--- config.mk ---
export PLATFORM = sky130hd
export DESIGN_NAME = div_unit_flat
export DESIGN_NICKNAME = d
export VERILOG_FILES = /design/src/rtl/div_unit_pkg.sv /design/src/rtl/div_unit_if.sv /design/src/rtl/div_unit_step.sv /design/src/rtl/div_unit.sv /design/src/flat_wrapper.sv
export SDC_FILE = /design/constraint.sdc
export NUM_CORES = 1
export LEC_CHECK = 0
export CAP_MARGIN = 15
export CELL_PAD_IN_SITES_DETAIL_PLACEMENT = 2
export CELL_PAD_IN_SITES_GLOBAL_PLACEMENT = 2
export CORE_ASPECT_RATIO = 1.5
export CORE_MARGIN = 2
export CORE_UTILIZATION = 37
export CTS_CLUSTER_SIZE = 8
export DETAILED_ROUTE_END_ITERATION = 6
export PLACE_DENSITY = 0.89
export SLEW_MARGIN = 40
export SYNTH_ARGS = -nofsm -noshare
export SYNTH_HDL_FRONTEND = slang
export SYNTH_SLANG_ARGS = --single-unit
export TNS_END_PERCENT = 5
--- constraint.sdc ---
create_clock -name clk -period 5.1 [get_ports clk]
set_input_delay 0.765 -clock clk [delete_from_list [all_inputs] [get_ports clk]]
set_output_delay 0.765 -clock clk [all_outputs]
set_load 0.1 [all_outputs]
--- src/rtl/div_unit_pkg.sv ---
// div_unit_pkg: op_type and FSM state encodings shared by the divider and its users
package div_unit_pkg;
   localparam logic [1:0] DIV_S = 2'b00;
   localparam logic [1:0] DIVU  = 2'b01;
   localparam logic [1:0] REM_S = 2'b10;
   localparam logic [1:0] REMU  = 2'b11;
   typedef enum logic [1:0] {IDLE, CALC, FIN} state_t;
endpackage

--- src/rtl/div_unit_if.sv ---
// div_unit_if: start/busy/done request bundle between the EX stage and the divider
interface div_unit_if;
   logic        start;
   logic        kill;
   logic [31:0] a_div;
   logic [31:0] b_div;
   logic [1:0]  op_type;
   logic        busy;
   logic        done;
   logic [31:0] div_result;
   modport master (output start, kill, a_div, b_div, op_type, input busy, done, div_result);
   modport slave  (input start, kill, a_div, b_div, op_type, output busy, done, div_result);
endinterface

--- src/rtl/div_unit_step.sv ---
// div_step: one restoring radix-2 iteration on a 33-bit partial remainder
module div_step (
   input  logic [31:0] rem_in,
   input  logic        bit_in,
   input  logic [31:0] dvs,
   output logic [31:0] rem_out,
   output logic        q_bit
);
   logic [32:0] part, diff;
   assign part    = {rem_in, bit_in};
   assign diff    = part - {1'b0, dvs};
   assign q_bit   = !diff[32];
   assign rem_out = q_bit ? diff[31:0] : part[31:0];
endmodule

--- src/rtl/div_unit.sv ---
// div_unit: iterative RV32M DIV/DIVU/REM/REMU with start/busy/done handshake and kill
module div_unit
   import div_unit_pkg::*;
(
   input  logic      clk,
   input  logic      rst,
   div_unit_if.slave bus
);
   state_t      state, state_nx;
   logic [4:0]  cnt;
   logic [31:0] dvd, rem, dvs, step_rem, a_abs, b_abs, quot_fix, rem_fix;
   logic        quot_neg, rem_neg, rem_sel, step_q, sgn, zero, ovf, special, accept;
   assign sgn      = !bus.op_type[0];
   assign a_abs    = (sgn && bus.a_div[31]) ? -bus.a_div : bus.a_div;
   assign b_abs    = (sgn && bus.b_div[31]) ? -bus.b_div : bus.b_div;
   assign zero     = bus.b_div == 32'h0;
   assign ovf      = sgn && bus.a_div == 32'h8000_0000 && bus.b_div == 32'hFFFF_FFFF;
   assign special  = zero || ovf;
   assign accept   = state == IDLE && bus.start && !bus.kill;
   assign quot_fix = quot_neg ? -dvd : dvd;
   assign rem_fix  = rem_neg ? -rem : rem;
   assign bus.busy = state != IDLE;
   div_step u_step (
      .rem_in (rem),
      .bit_in (dvd[31]),
      .dvs    (dvs),
      .rem_out(step_rem),
      .q_bit  (step_q)
   );
   always_ff @(posedge clk) begin
      if (rst) state <= IDLE;
      else     state <= state_nx;
   end
   always_comb begin
      state_nx = bus.kill ? IDLE :
                 state == IDLE ? (accept ? (special ? FIN : CALC) : IDLE) :
                 state == CALC ? (cnt == 5'd31 ? FIN : CALC) : IDLE;
   end
   // special cases preload quotient/remainder so FIN fix-up is the same for every op
   always_ff @(posedge clk) begin
      if (rst) begin
         cnt            <= '0;
         dvd            <= '0;
         rem            <= '0;
         dvs            <= '0;
         quot_neg       <= 1'b0;
         rem_neg        <= 1'b0;
         rem_sel        <= 1'b0;
         bus.done       <= 1'b0;
         bus.div_result <= '0;
      end else begin
         bus.done <= state == FIN && !bus.kill;
         if (state == FIN && !bus.kill) bus.div_result <= rem_sel ? rem_fix : quot_fix;
         if (accept) begin
            cnt      <= '0;
            rem_sel  <= bus.op_type[1];
            dvs      <= b_abs;
            dvd      <= zero ? 32'hFFFF_FFFF : ovf ? 32'h8000_0000 : a_abs;
            rem      <= zero ? bus.a_div : 32'h0;
            quot_neg <= !special && sgn && (bus.a_div[31] ^ bus.b_div[31]);
            rem_neg  <= !special && sgn && bus.a_div[31];
         end else if (bus.kill) begin
            cnt <= '0;
         end else if (state == CALC) begin
            cnt <= cnt + 5'd1;
            rem <= step_rem;
            dvd <= {dvd[30:0], step_q};
         end
      end
   end
endmodule

--- src/flat_wrapper.sv ---
// flat-port wrapper written by rule: the top's interface ports become plain ports
module div_unit_flat import div_unit_pkg::*;
  (clk, rst, bus_start, bus_kill, bus_a_div, bus_b_div, bus_op_type, bus_busy, bus_done, bus_div_result);
  div_unit_if bus_i ();
  input  logic clk;
  input  logic rst;
  input wire logic [$bits(bus_i.start)-1:0] bus_start;
  input wire logic [$bits(bus_i.kill)-1:0] bus_kill;
  input wire logic [$bits(bus_i.a_div)-1:0] bus_a_div;
  input wire logic [$bits(bus_i.b_div)-1:0] bus_b_div;
  input wire logic [$bits(bus_i.op_type)-1:0] bus_op_type;
  output wire logic [$bits(bus_i.busy)-1:0] bus_busy;
  output wire logic [$bits(bus_i.done)-1:0] bus_done;
  output wire logic [$bits(bus_i.div_result)-1:0] bus_div_result;
  assign bus_i.start = bus_start;
  assign bus_i.kill = bus_kill;
  assign bus_i.a_div = bus_a_div;
  assign bus_i.b_div = bus_b_div;
  assign bus_i.op_type = bus_op_type;
  assign bus_busy = bus_i.busy;
  assign bus_done = bus_i.done;
  assign bus_div_result = bus_i.div_result;
  div_unit u_core (.clk(clk), .rst(rst), .bus(bus_i));
endmodule
# After elaboration in Yosys (flattened, before gate mapping)
# Index checks and enable logic that the tools add are counted.
# op_classes
n_addsub	6
n_mul	0
n_div	0
order_cmp	0
n_eq_ne	6
shifts	0
n_mux	20
bitwise	1
n_reduce_logical	22
# op_table
operator	n
32-bit 2-to-1 mux	15
32-bit negation	4
32-bit equality test (second input constant)	2
33-bit by 32-bit subtractor with 33-bit output	1
32-bit zero test	1
1-bit logical AND	10
2-bit 2-to-1 mux	5
5-bit by 1-bit adder with 5-bit output (second input constant)	1
5-bit equality test (second input constant)	1
1-bit zero test	4
2-bit nonzero test	2
3-bit OR reduction	1
2-bit by 1-bit equality test with 1-bit output (second input constant)	1
2-bit equality test (second input constant)	1
2-bit zero test	1
2-bit by 1-bit inequality test with 1-bit output (second input constant)	1
2-bit AND reduction	1
2-bit OR reduction	1
1-bit logical OR	1
1-bit XOR	1
# word_totals
register_bits	139
latch_bits	0
mem_bits_rw	0
romBits	0
in_bits	70
output_inout_bits	34
wordCells	65
n_memories	0

# Depth between registers and ports, before layout
# depth
depth_word	7
depth_mapped	13
mapped_depth_nobuf	11

# Modules after synthesis
# From an unflattened synthesis, not the netlist that was laid out.
# unflattened
cells_unflattened	1345
area_unflattened_um2	10697.8
# by_module_without_submodules
mod	instances	cells_per_inst	area_each_um2	seq_area_each_um2
div_unit	1	1039	8331.7	2782.7
div_step	1	306	2366.0	0.0

# Least setup slack after synthesis
# Ideal clock, no wire load.
# synth_timing
path_kind	register -> register
from	register u_core.dvd[31]
to	register u_core.rem[21]
setup_ps	131
arrival_time_ps	2893
required_time_ps	4969
setup_slack_ps	2075
path_stages_with_launch	13
path_buffers	1
period_less_slack_ps	3025
path_cell_list	dfxtp_1 > inv_1 > ha_1 > fa_1 > nand2b_1 > a21oi_1 > o21ai_1 > a211o_1 > a21boi_0 > nor3_2 > buf_2 > o311ai_0 > o21ai_0
# synth_between
elab_chain_len	5
# synth_lines
item	line_no	rtl
start: declaration	div_unit.sv:11	logic [31:0] dvd, rem, dvs, step_rem, a_abs, b_abs, quot_fix, rem_fix;
start signal: assignment	div_unit.sv:58	dvd <= zero ? 32'hFFFF_FFFF : ovf ? 32'h8000_0000 : a_abs;
start signal: assignment	div_unit.sv:67	dvd <= {dvd[30:0], step_q};
33-bit by 32-bit subtractor with 33-bit output	div_unit_step.sv:11	assign diff = part - {1'b0, dvs};
32-bit 2-to-1 mux	div_unit_step.sv:13	assign rem_out = q_bit ? diff[31:0] : part[31:0];
32-bit 2-to-1 mux	div_unit.sv:64	end else if (state == CALC) begin
32-bit 2-to-1 mux	div_unit.sv:62	end else if (bus.kill) begin
32-bit 2-to-1 mux	div_unit.sv:54	if (accept) begin
end signal: assignment	div_unit.sv:59	rem <= zero ? bus.a_div : 32'h0;
end signal: assignment	div_unit.sv:66	rem <= step_rem;
end: declaration	div_unit.sv:11	
# No other way between the ends. The select of a mux whose other input is x is not followed.
# A chain may end at the register's enable or synchronous reset.

# Worst setup path after layout
# Same ends and word-level chain as after synthesis.

==> results.py <==
metrics = {
    "clock_network": {
        "cts_buffers": 17,
        "insertion_delay_ns": 0.46,
        "htreeDepth": 4,
        "root_buffer": "clkbuf_16",
        "post_cts_resized": 0,
        "cts.clk_slew.worst_paths_ns": 0.06,
        "hold_buffers": 0,
        "cts_tree": "built",
        "cts_setup_buffers": 0,
        "clock_path_buffers": 2,
        "cts_sinks": 139,
    },
    "sta": {
        "worstMarginPinSlew_ns": 0.8618,
        "hold_violations": 0,
        "min_period_ns": 3.960,
        "fin_ws_ns": 1.140,
        "setup_violations": 0,
        "fin_skew_ns": 0.006984,
        "slew_headroom_pct": 41.94,
        "fin_crit_sh_pct": 77.66,
        "setup_tns_ns": 0,
        "drv_slew": 0,
        "whs_ns": 0.4476,
        "fmax_ghz": 0.2525,
        "grt_setup_unrepaired": "false",
    },
    "final_layout": {
        "fillers": 3327,
        "drive_gt1_share_pct": 7.902,
        "multiInputGateArea_um2": 7410,
        "num_antenna_cells": 0,
        "regArea_um2": 2784,
        "layout_common_cells": "nor2_1 (162), a21oi_1 (149), dfxtp_1 (138), nand2_1 (110), o21ai_0 (101)",
        "fin_nets": 1606,
        "area_growth_pct": 15.71,
        "fin_cells": 1896,
        "final_common_cell": "nor2_1",
    },
    "setup_path": {
        "r2r-end": "u_core.rem[21]$_SDFFE_PP0P_",
        "rrSetupSlack_ns": 1.14,
        "crit_type": "flop to flop",
        "path_cells": "inv_1, ha_1, fa_1, nand2b_1, a21oi_1, o21ai_1, a211o_1, a21boi_0, nor3_2, buf_4, o311ai_0, o21ai_0",
        "slowest_delay_ns": 0.63,
        "cp.arrival_ns": 4.27,
        "r2r-start": "u_core.dvd[31]$_SDFFE_PP0P_",
        "critPathRequiredTime_ns": 5.41,
        "crit_path_end_kind": "flop",
        "path_max_fanout": 22,
        "critPathSlowestCell": "a21boi_0",
        "ff2ff_path_depth": 12,
        "start_kind": "flop",
    },
    "die": {
        "dieArea_um2": 30470,
        "die_y_um": 212.8,
        "ios": 104,
        "rows": 76,
        "dieWidth_um": 143.2,
        "core-area_um2": 28620,
        "initial_core_util_pct": 37.56,
    },
    "grt": {
        "first_global_vias": 12570,
        "antenna_found_initial": 0,
        "grt_max_degree": 94,
        "grt_overflow_total": 0,
        "grt_pass1_wl_mm": 69.48,
        "grtUsageTotal_pct": 29.24,
    },
    "power_and_ir_drop": {
        "power_density_nw_per_um2": 312.8,
        "design_power_total_mw": 3.891,
        "power.leakage_nw": 4.506,
        "ir_drop_mv": 0.2206,
    },
    "drt": {
        "post_drt_wl_per_cell_um": 22.93,
        "ant_nets": 0,
        "drtPass1Iterations": 5,
        "via_count": 11670,
        "drcViolationCount": 0,
        "vias_per_cell": 6.157,
        "drtIter0Drc": 540,
        "wl_mm": 43.48,
    },
    "yosys": {
        "synth_flop_cell": "dfxtp_1",
        "syn-cell-area_um2": 10750,
        "synthAdderAreaFrac_pct": 4.725,
        "syn-num-nets": 1558,
        "yosys.area_share.simple_pct": 21.04,
        "yosys_register_bits": 139,
        "avgSynthCellArea_um2": 7.425,
        "synth_edf_count": 0,
        "yosysWarnings": 0,
        "syn_inst": 1448,
        "async_reset_ff_share_pct": 0,
        "yosysUniqueCellTypes": 80,
        "synth_compound_area_share_pct": 30.12,
        "synth-xor-area-share_pct": 10.92,
        "ys_seq_area_share_pct": 25.88,
        "synthMuxAreaShare_pct": 1.827,
        "synth_top_family_by_area": "compound AO/OA/AOI/OAI gates",
    },
    "placement": {
        "place_ws_ns": 0.9321,
        "dp_hpwl_mm": 33.26,
        "gp_congestion": 0.9164,
        "io_buffers": 103,
        "place_inst": 1867,
    },
    "hold_path": {
        "holdPathEnd": "u_core.bus.div_result[24]$_SDFFE_PP0P_",
        "hold_start": "u_core.bus.div_result[24]$_SDFFE_PP0P_",
        "hp-class": "flop to flop",
        "hold_depth": 1,
    },
    "run_status": {
        "status": "finished clean",
    },
    "flow_run": {
        "max-cap-violations": 0,
    },
}
==> flip-flops by register name, summed over array words and instances (netlist names) <==
name,count
u_core.bus.div_result,32
u_core.bus.done,1
u_core.cnt,5
u_core.dvd,32
u_core.dvs,32
u_core.quot_neg,1
u_core.rem,32
u_core.rem_neg,1
u_core.rem_sel,1
u_core.state,2
==> power breakdown <==
part | switching, mW | internal [mW] | total (mW)
Clock | 0.480 | 0.675 | 1.16
Combinational | 0.943 | 0.555 | 1.50
Sequential | 0.0937 | 1.14 | 1.24
Total | 1.52 | 2.37 | 3.89
==> logic make-up (layout without fill, tap and decap cells) <==
kind of cell / Yosys count / in the layout
adders and majority gates: 40 / 40
AOI/OAI and AO/OA: 500 / 500
buffers and inverters: 151 / 209
and+or+nand+nor: 465 / 465
muxes: 19 / 19
xor gates and xnor gates: 134 / 134
DFF: 139 / 139
==> layer usage <==
| layer | GRT usage [%] | vias up | part of all wire, % |
|---|---|---|---|
| met4 | 14.78 | 0 | 4.7 |
| met3 | 3.386 | 124 | 3.0 |
| met2 | 53.93 | 298 | 53 |
| met5 | 0 | - | 0 |
| li1 | - | 5404 | - |
| met1 | 32.73 | 5847 | 40 |
==> critical path, delay by kind of cell, from the launching register on <==
kind | cells | cell delay, ns
buf+inv | 2 | 0.34
fa+ha+maj | 2 | 0.62
simple gates | 2 | 0.34
compound gates | 6 | 2.11
flops | 1 | 0.39
==> Yosys cell counts (22+ instances only) <==
master	instances	area, um2
a211oi_1	50	375.4
inv_1	55	206.5
nor3_1	31	155.2
clkbuf_1	81	304.0
o21ai_0	102	510.5
xor2_1	59	516.8
nand4_1	22	137.6
o31ai_1	32	240.2
a21oi_1	149	745.7
nor2_1	164	615.6
ha_1	39	488.0
nand2_1	110	412.9
dfxtp_1	139	2783
xnor2_1	75	656.9
nand3_1	26	130.1
==> per-stage QoR <==
| step | instance area (um2) | utilization (%) |
|---|---|---|
| 6_report | 12440 | 43.46 |
| 5_1_grt | 12440 | 43.46 |
| 4_1_cts | 12430 | 43.43 |
| 3_3_place_gp | 12070 | 42.16 |
| 3_5_place_dp | 11910 | 41.60 |
| 2_1_floorplan | 10750 | - |
==> final cells by class <==
cell class / instances / area share [%]
clock buffers: 27 / 4.123
inverters: 56 / 1.690
flip-flops and latches: 139 / 22.38
repair buffers: 124 / 8.247
well taps: 390 / 3.922
clock inverters: 2 / 0.08046
multi-input cells: 1158 / 59.56
==> how the worst max path moves through the flow <==
stage | startpoint | to | slack [ns] | cells past startpoint
6_report | u_core.dvd[31]$_SDFFE_PP0P_ | u_core.rem[21]$_SDFFE_PP0P_ | 1.14 | 12
5_1_grt | u_core.dvd[31]$_SDFFE_PP0P_ | u_core.rem[19]$_SDFFE_PP0P_ | 0.95 | 12
2_1_floorplan | u_core.dvd[31]$_SDFFE_PP0P_ | u_core.rem[21]$_SDFFE_PP0P_ | 2.08 | 12
3_5_place_dp | bus_a_div[6] | u_core.dvd[28]$_SDFFE_PP0P_ | 0.93 | 8
3_3_place_gp | bus_a_div[6] | u_core.dvd[0]$_SDFFE_PP0P_ | 1.08 | 8
4_1_cts | u_core.dvd[31]$_SDFFE_PP0P_ | u_core.rem[21]$_SDFFE_PP0P_ | 1.16 | 12
(Power assumes the default switching activity.)
==> patch: new RTL, same settings <==
Encoding of `state_t`: now one-hot (3 bits for 3 states).
--- a/src/rtl/div_unit_pkg.sv
+++ b/src/rtl/div_unit_pkg.sv
@@ -6,3 +6,3 @@
    localparam logic [1:0] REMU  = 2'b11;
-   typedef enum logic [1:0] {IDLE, CALC, FIN} state_t;
+   typedef enum logic [2:0] {IDLE = 3'b001, CALC = 3'b010, FIN = 3'b100} state_t;
 endpackage
Formal check against the unedited RTL: no difference found for any inputs over 10 cycles, from zero or initial values and one cycle with rst high; not proved beyond that.
==> patch against the unedited design <==
  * Cell area up 0.81%
  * Worst setup slack worse by 200 ps
  * Largest power group unchanged
  * Final cell count down 2.7%
  * Highest routed layer unchanged
  * Area after synthesis down 0.63%
  * Total power up 20%
  * Maximum frequency down 4.9%
  * Routed wire length up 5.0%
  * Critical path type unchanged
  * Sequential cell count up 1
  * Die area down 0.61%
==> patch: results (changes against the unedited design) <==
Crit Path Category: reg2reg (unchanged)
pre-CTS WS: 567.9 ps (was 932.1 ps)
Final nets: 1590 (was 1606)
layout cells sized above 1: 0.08640 (was 0.07902)
Placed Instance Area: 11840 µm² (was 11910 µm²)
post-synthesis sequential area ratio: 0.2623 (was 0.2588)
via density per instance: 6.226 (was 6.157)
Area Overhead vs Synth: 17.39% (was 15.71%)
Worst path slowest cell: a2111oi_2 (was a21boi_0)
max frequency: 240.1 MHz (was 252.5 MHz)
Worst Reg-to-Reg Cells: 14 (was 12)
Setup Skew: 13.61 ps (was 6.984 ps)
Inst Count DP: 1812 (was 1867)
delay of the slowest cell on the worst path: 510 ps (was 630 ps)
DPL Wire Length: 31920 µm (was 33260 µm)
Starting DRT DRC Count: 692 (was 540)
vias in the first global route: 12387 (was 12567)
RD Place Congestion: 0.8862 (was 0.9164)
Worst EP arrival: 4490 ps (was 4270 ps)
peak supply drop: 0.1696 mV (was 0.2206 mV)
crit path capture: u_core.rem[6]$_SDFFE_PP0P_ (was u_core.rem[21]$_SDFFE_PP0P_)
Hold Crit Depth: 2 (was 1)
Worst Hold Launch: u_core.bus.div_result[20]$_SDFFE_PP0P_ (was u_core.bus.div_result[24]$_SDFFE_PP0P_)
n_diodes: 0 (unchanged)
largest net degree at the start of global routing: 75 (was 94)
maximum fanout along the worst path: 12 (was 22)
Netlist cell types: 72 (was 80)
largest cells by area after synthesis: dfxtp_1 (26%), a21oi_1 (6.9%), xnor2_1 (5.9%) (was dfxtp_1 (26%), a21oi_1 (6.9%), xnor2_1 (6.1%))
Switching Share: 0.3976 (was 0.3899)
Routed Wire Length: 45670 µm (was 43480 µm)
DR WL/cell: 24.77 µm (was 22.93 µm)
reg2reg setup slack: 930 ps (was 1140 ps)
status: complete, no violations (unchanged)
Hold Slack: 454.1 ps (was 447.6 ps)
top post-synthesis cells by count: nor2_1 (166), a21oi_1 (147), dfxtp_1 (140) (was nor2_1 (164), a21oi_1 (149), dfxtp_1 (139))
Leak: 4.518 nW (was 4.506 nW)
Fillers: 3263 (was 3327)
Rel. slew slack: 0.4350 (was 0.4194)
post-synth net total: 1534 (was 1558)
terminus of the critical flop-to-flop path: u_core.rem[6]$_SDFFE_PP0P_ (was u_core.rem[21]$_SDFFE_PP0P_)
first-pass GRT wire length: 71370 µm (was 69480 µm)
Synth Area per Inst: 7.503 µm² (was 7.425 µm²)
==> patch: cell count changes after synthesis, sizes merged, moves of 8 or more <==
cell	unedited run	this run
a2111oi	3	15
a221oi	15	3
a31o	8	0
mux2i	14	28
nand2	110	135
nand2b	12	22
nand3	27	17
nand4	22	13
nor3	33	42
o211ai	13	25
o21ai	111	70
==> patch: metal layers <==
metal | GRT usage | wire [µm] | vias to the layer above
li1 | - | - | 5281
met1 | 0.3261 | 17460 | 5701
met2 | 0.5656 | 24110 | 382
met3 | 0.04775 | 1756 | 117
met4 | 0.1663 | 2341 | 0
met5 | 0 | 0 | -
==> patch: power by group through the flow <==
stage	clock (mW)	sequential [mW]	combinational, mW
2_1_floorplan	0	1.24	1.22
3_3_place_gp	0	1.29	1.67
3_5_place_dp	0	1.29	1.75
4_1_cts	1.51	1.28	1.86
5_1_grt	1.55	1.29	2.00
6_report	1.49	1.28	1.90
==> patch: critical path, delay by kind of cell (launching register included) <==
kind | cells | cell delay [ps]
AOI/OAI and AO/OA | 5 | 1690
adders and majority gates | 2 | 680
buffers and inverters | 3 | 590
and+or+nand+nor | 3 | 480
DFF | 1 | 440
muxes | 1 | 140
==> patch: cells by family after synthesis <==
logic type               Yosys count  share of synthesized area
AO/OA/AOI/OAI                    443                     0.2765
buffers and inverters            141                    0.05165
flip-flops                       140                     0.2623
adder cells (fa/ha/maj)           40                    0.04755
XOR/XNOR                         137                     0.1123
AND/OR/NAND/NOR                  495                     0.2234
multiplexers                      28                    0.02623
==> patch: cell type report <==
class                           count  share of cell area
Timing Repair Buffer              129             0.08400
Tap cell                          351             0.03502
Inverter                           49             0.01466
Multi-Input combinational cell   1143              0.5873
Sequential cell                   140              0.2239
Clock inverter                     11             0.01686
Clock buffer                       21             0.03831
